[src/rtl/fsk_modulator.sv]
// Continuous-phase FSK modulator.
// Serial bits arrive over a valid/ready handshake into a small FIFO; each bit is sent as
// SYM_LEN 8-bit triangle-wave samples at tone FTW1 (bit 1) or FTW0 (bit 0). The phase
// accumulator carries across back-to-back symbols and is cleared only when the
// transmitter goes idle.
module fsk_modulator #(
    parameter int unsigned        SYM_LEN    = 256,
    parameter int unsigned        PHASE_W    = 16,
    parameter logic [PHASE_W-1:0] FTW0       = 'h0400,
    parameter logic [PHASE_W-1:0] FTW1       = 'h1000,
    parameter int unsigned        FIFO_DEPTH = 4,
    parameter logic [7:0]         IDLE_LEVEL = 8'd0
) (
    input  logic       clk,
    input  logic       rst,
    input  logic       bit_in,
    input  logic       bit_valid,
    output logic       bit_ready,
    output logic [7:0] mod_out,
    output logic       busy,
    output logic       tx_done
);

    localparam int unsigned SymW = (SYM_LEN > 1) ? $clog2(SYM_LEN) : 1;
    localparam int unsigned PtrW = (FIFO_DEPTH > 1) ? $clog2(FIFO_DEPTH) : 1;
    localparam int unsigned CntW = $clog2(FIFO_DEPTH + 1);

    localparam logic [SymW-1:0] SymLast = SymW'(SYM_LEN - 1);
    localparam logic [CntW-1:0] CntFull = CntW'(FIFO_DEPTH);
    localparam logic [PtrW-1:0] PtrLast = PtrW'(FIFO_DEPTH - 1);

    typedef enum logic [0:0] {
        StIdle,
        StSend
    } state_e;

    // FIFO storage and bookkeeping
    logic [FIFO_DEPTH-1:0] fifo_mem_q;
    logic [PtrW-1:0]       wr_ptr_q;
    logic [PtrW-1:0]       rd_ptr_q;
    logic [CntW-1:0]       fifo_cnt_q;
    logic                  fifo_empty;
    logic                  fifo_push;
    logic                  fifo_pop;
    logic                  fifo_head;

    // Transmit state
    state_e                state_q;
    logic [PHASE_W-1:0]    phase_q;
    logic [PHASE_W-1:0]    phase_step;
    logic [SymW-1:0]       sym_cnt_q;
    logic                  cur_bit_q;
    logic [7:0]            mod_out_q;
    logic                  busy_q;
    logic                  tx_done_q;

    // Wrap-around pointer increment, valid for any depth
    function automatic logic [PtrW-1:0] ptr_inc(input logic [PtrW-1:0] p);
        return (p == PtrLast) ? '0 : p + PtrW'(1);
    endfunction

    // Triangle shaping: rising ramp in the lower half-cycle, mirrored in the upper half
    function automatic logic [7:0] tri_wave(input logic [PHASE_W-1:0] p);
        logic [7:0] t;
        t = p[PHASE_W-2 -: 8];
        return p[PHASE_W-1] ? ~t : t;
    endfunction

    // Handshake, pop decision and tone selection, all from registered state
    always_comb begin
        fifo_empty = (fifo_cnt_q == '0);
        bit_ready  = (fifo_cnt_q != CntFull);
        fifo_push  = bit_valid && bit_ready;
        fifo_head  = fifo_mem_q[rd_ptr_q];
        // Pop when idle, or at the last clock of the current symbol
        fifo_pop   = !fifo_empty && ((state_q == StIdle) || (sym_cnt_q == SymLast));
        phase_step = cur_bit_q ? FTW1 : FTW0;
    end

    // Bit FIFO; a simultaneous push and pop leaves the count unchanged
    always_ff @(posedge clk or posedge rst) begin
        if (rst) begin
            fifo_mem_q <= '0;
            wr_ptr_q   <= '0;
            rd_ptr_q   <= '0;
            fifo_cnt_q <= '0;
        end else begin
            if (fifo_push) begin
                fifo_mem_q[wr_ptr_q] <= bit_in;
                wr_ptr_q             <= ptr_inc(wr_ptr_q);
            end
            if (fifo_pop) begin
                rd_ptr_q <= ptr_inc(rd_ptr_q);
            end
            unique case ({fifo_push, fifo_pop})
                2'b10:   fifo_cnt_q <= fifo_cnt_q + CntW'(1);
                2'b01:   fifo_cnt_q <= fifo_cnt_q - CntW'(1);
                default: fifo_cnt_q <= fifo_cnt_q;
            endcase
        end
    end

    // Symbol sequencer with registered sample, busy and done outputs
    always_ff @(posedge clk or posedge rst) begin
        if (rst) begin
            state_q   <= StIdle;
            phase_q   <= '0;
            sym_cnt_q <= '0;
            cur_bit_q <= 1'b0;
            mod_out_q <= IDLE_LEVEL;
            busy_q    <= 1'b0;
            tx_done_q <= 1'b0;
        end else begin
            tx_done_q <= 1'b0;
            unique case (state_q)
                StIdle: begin
                    mod_out_q <= IDLE_LEVEL;
                    phase_q   <= '0;
                    if (fifo_pop) begin
                        cur_bit_q <= fifo_head;
                        sym_cnt_q <= '0;
                        state_q   <= StSend;
                        busy_q    <= 1'b1;
                    end
                end
                StSend: begin
                    mod_out_q <= tri_wave(phase_q);
                    phase_q   <= phase_q + phase_step;
                    if (sym_cnt_q == SymLast) begin
                        if (fifo_pop) begin
                            // Next symbol follows directly; phase keeps running
                            cur_bit_q <= fifo_head;
                            sym_cnt_q <= '0;
                        end else begin
                            state_q   <= StIdle;
                            busy_q    <= 1'b0;
                            tx_done_q <= 1'b1;
                            phase_q   <= '0;
                        end
                    end else begin
                        sym_cnt_q <= sym_cnt_q + SymW'(1);
                    end
                end
                default: begin
                    state_q <= StIdle;
                    busy_q  <= 1'b0;
                end
            endcase
        end
    end

    assign mod_out = mod_out_q;
    assign busy    = busy_q;
    assign tx_done = tx_done_q;

endmodule

[config.mk]
export PLATFORM = sky130hd
export DESIGN_NAME = fsk_modulator
export DESIGN_NICKNAME = d
export VERILOG_FILES = /design/src/rtl/fsk_modulator.sv
export SDC_FILE = /design/constraint.sdc
export NUM_CORES = 1
export LEC_CHECK = 0
export CORE_AREA = 2 2 63 65
export CTS_BUF_LIST = sky130_fd_sc_hd__clkbuf_2 sky130_fd_sc_hd__clkbuf_4 sky130_fd_sc_hd__clkbuf_8
export CTS_CLUSTER_SIZE = 40
export DETAILED_ROUTE_END_ITERATION = 16
export DIE_AREA = 0 0 65 67
export PLACE_DENSITY = 0.69
export SYNTH_ARGS = -nofsm -noshare
export SYNTH_HDL_FRONTEND = slang
export SYNTH_SLANG_ARGS = --single-unit
[constraint.sdc]
create_clock -name clk -period 2.7 [get_ports clk]
set_input_delay 0.54 -clock clk [delete_from_list [all_inputs] [get_ports clk]]
set_output_delay 0.54 -clock clk [all_outputs]
set_load 0.03 [all_outputs]
==> flow_metrics.py <==
metrics = {
    "route": {
        "first_iter_violations": 71,
        "detail-route-antenna-nets": 0,
        "wl_cell_um": 12.2,
        "routed_wirelength_um": 2720,
        "vias_per_cell": 5.03,
        "via_count": 1121,
        "remaining_drc_errors": 0,
        "drt-pass1-iter-count": 4,
    },
    "sta": {
        "final_hold_viol_count": 0,
        "worst_clock_skew_ns": 0.00423,
        "slew_violations": 0,
        "final.min_clock_period_ns": 2.46,
        "final.setup.tns_ns": 0,
        "fmax_mhz": 407,
        "finalCritPeriodShare": 0.910,
        "rsz_0062_raised_after_global_routing": "no",
        "slew_at_the_pin_closest_to_its_max_slew_limit_ns": 0.424,
        "max-slew-margin-rel": 0.715,
        "timing.final.setup_violations": 0,
    },
    "layout": {
        "fillCellCount": 317,
        "layout.cells.most_common": "sky130_fd_sc_hd__dfrtp_1",
        "fin_area_um2": 2010,
        "net_count_of_the_finished_layout": 191,
        "final_cell_mix": "35 x sky130_fd_sc_hd__dfrtp_1, 18 x sky130_fd_sc_hd__nor2_1, 14 x sky130_fd_sc_hd__clkdlybuf4s50_1, 13 x sky130_fd_sc_hd__inv_1, 11 x sky130_fd_sc_hd__nand2_1",
        "drive_above_1_share": 0.131,
        "area.growth.synth_to_final_pct": 14.6,
        "n_antenna_cell": 0,
    },
    "cts": {
        "cts_tree": "built",
        "clk_latency_ns": 0.28,
        "ctsHoldBuffers": 0,
        "clk_path_buf_depth": 2,
        "cts-root-buf": "sky130_fd_sc_hd__clkbuf_8",
        "clkSlewWorstSetupHoldPaths_ns": 0.06,
        "post_cts_buffers": 0,
        "cts.sink_count": 35,
        "cts_max_level": 2,
        "cts_inserted_buffers": 5,
        "post_cts.resized_instances": 0,
    },
    "synthesis": {
        "synth.area.top_cells": "sky130_fd_sc_hd__dfrtp_1 50%, sky130_fd_sc_hd__ha_1 7.1%, sky130_fd_sc_hd__nor2_1 3.9%, sky130_fd_sc_hd__xnor2_1 3.5%, sky130_fd_sc_hd__xor2_1 3.5%",
        "synth-edff-count": 0,
        "yosys_most_used_dff": "sky130_fd_sc_hd__dfrtp_1",
        "yosysUniqueCellTypes": 37,
        "syn-cell-area_um2": 1750,
        "postSynthAreaPerCell_um2": 11.0,
        "synth_seq_area_share": 0.499,
        "synth_top_area_share": 0.499,
        "syn_nets": 174,
        "post_synthesis_instance_total": 159,
        "synth-warning-count": 0,
        "async_flop_share": 1.00,
        "biggest_area_consumer_among_synthesized_cells": "sky130_fd_sc_hd__dfrtp_1",
        "yosys_register_bits": 35,
    },
    "die": {
        "die_height_um": 67,
        "rows": 22,
        "initial_core_util": 0.486,
        "die_outline_area_um2": 4360,
        "die_w_um": 65,
        "ioPinCount": 15,
        "core_area_um2": 3610,
    },
    "global_route": {
        "antenna_violations_before_repair": 0,
        "grt_pass1_wl_um": 4890,
        "grt_start_max_net_pins": 36,
        "aggregate_global_route_resource_usage": 0.152,
        "via_count_of_the_first_global_routing_pass": 1143,
        "gr-total-overflow": 0,
    },
    "pwr": {
        "clock_network_fraction_of_design_power": 0.159,
        "power_frac_comb": 0.402,
        "internal_power_uw": 1360,
        "leakage_uw": 0.000925,
        "sw_frac_of_total": 0.376,
        "net-switching-power_uw": 823,
        "power_per_cell_area_nw_per_um2": 1090,
        "peakVddDrop_v": 0.000498,
        "seq_pwr_share": 0.439,
    },
    "place": {
        "port_buffers": 14,
        "place_area_um2": 1930,
        "gp_congestion": 0.828,
        "post-dp-hpwl_um": 2030,
    },
    "worst_setup_path": {
        "cp.required_ns": 2.90,
        "timing.critical_path.arrival_ns": 2.66,
        "setup.worst_path.class": "register to register",
        "worst_path_maximum_fanout": 7,
        "critPathLaunchType": "register",
        "critPathCaptureType": "register",
    },
    "outcome": {
        "outcome": "complete, no violations",
    },
    "flow_run": {
        "maxCapViolCount": 0,
    },
    "min_path": {
        "tightest_hold_check_type": "register to register",
    },
}
power by group through the flow:
| stage | clock, µW | sequential, µW | combinational (µW) |
|---|---|---|---|
| global placement | 0 | 956 | 866 |
| CTS | 361 | 960 | 894 |
| floorplan | 0 | 993 | 618 |
| finish | 348 | 961 | 879 |
| detailed placement | 0 | 968 | 891 |
| global route | 391 | 989 | 997 |
cell families (layout without fill, tap and decap cells):
family,count (synthesis),count (layout),share of synthesized area
muxes,9,9,0.0706
DFF,35,35,0.499
AOI/OAI and AO/OA,17,17,0.0713
buffers and inverters,18,34,0.0442
adders and majority gates,11,11,0.0827
xor gates and xnor gates,14,14,0.0699
and+or+nand+nor,55,55,0.162
registers in the layout, indices dropped and copies added, names as in the netlist:
signal	cells
busy	1
tx_done	1
sym_cnt_q	8
cur_bit_q	1
rd_ptr_q	2
mod_out	6
wr_ptr_q	2
phase_q	6
state_q	1
fifo_cnt_q	3
fifo_mem_q	4
synthesized netlist by cell type (2+ instances only):
| cell type | n |
|---|---|
| sky130_fd_sc_hd__dfrtp_1 | 35 |
| sky130_fd_sc_hd__nor2_1 | 18 |
| sky130_fd_sc_hd__inv_1 | 13 |
| sky130_fd_sc_hd__nand2_1 | 11 |
| sky130_fd_sc_hd__ha_1 | 10 |
| sky130_fd_sc_hd__xnor2_1 | 7 |
| sky130_fd_sc_hd__xor2_1 | 7 |
| sky130_fd_sc_hd__nand3_1 | 6 |
| sky130_fd_sc_hd__nor3_1 | 6 |
| sky130_fd_sc_hd__mux2_2 | 5 |
| sky130_fd_sc_hd__o21ai_0 | 5 |
| sky130_fd_sc_hd__and2_1 | 3 |
| sky130_fd_sc_hd__and3_1 | 3 |
| sky130_fd_sc_hd__mux2_4 | 3 |
| sky130_fd_sc_hd__a211o_1 | 2 |
| sky130_fd_sc_hd__a21oi_1 | 2 |
| sky130_fd_sc_hd__buf_2 | 2 |
| sky130_fd_sc_hd__buf_4 | 2 |
area by class of cell:
cell class	count	area (µm²)	area share
clock buffers	6	76.3	0.0380
inverters	13	48.8	0.0243
multi-input cells	106	801	0.399
flip-flops and latches	35	876	0.436
well taps	48	60.1	0.0299
repair buffers	15	148	0.0735
layer usage:
metal / part of all wire / global-route usage / vias to the layer above
li1: - / - / 559
met1: 0.42 / 0.164 / 534
met2: 0.51 / 0.265 / 21
met3: 0.049 / 0.0591 / 7
met4: 0.020 / 0.0665 / 0
met5: 0 / 0 / -
worst paths after layout:
kind,start,endpoint,slack (ns),cells past startpoint
worst max-delay path,sym_cnt_q[0],fifo_cnt_q[2],0.24,11
worst min-delay path,fifo_mem_q[2],fifo_mem_q[2],0.51,1
worst max register to register,sym_cnt_q[0],fifo_cnt_q[2],0.24,11
worst min register to register,fifo_mem_q[2],fifo_mem_q[2],0.51,1
max in group asynchronous,rst,mod_out[7],1.73,3
min in group asynchronous,rst,wr_ptr_q[0],0.67,3
through the flow:
stage          total power [µW]   util  setup slack [ns]  std cells  hold WS (ns)
5_1_grt                    2380  0.557            0.0885        223         0.530
3_3_place_gp               1820  0.536             0.383        217         0.488
6_report                   2190  0.557             0.242        223         0.509
3_5_place_dp               1860  0.536             0.277        217         0.498
2_1_floorplan              1610      -             0.506        159         0.474
4_1_cts                    2210  0.557             0.243        223         0.513
worst max-delay path, stage by stage (launching register included):
cell	delay [ns]
sky130_fd_sc_hd__dfrtp_1	0.39
sky130_fd_sc_hd__ha_1	0.27
sky130_fd_sc_hd__nand3_1	0.21
sky130_fd_sc_hd__o21ai_4	0.29
sky130_fd_sc_hd__nand2_4	0.10
sky130_fd_sc_hd__inv_1	0.06
sky130_fd_sc_hd__ha_1	0.17
sky130_fd_sc_hd__inv_1	0.06
sky130_fd_sc_hd__fa_1	0.37
sky130_fd_sc_hd__xor2_1	0.15
sky130_fd_sc_hd__nor2_1	0.11
sky130_fd_sc_hd__xor2_1	0.17
Note: power is estimated with default switching activity, not from simulation.
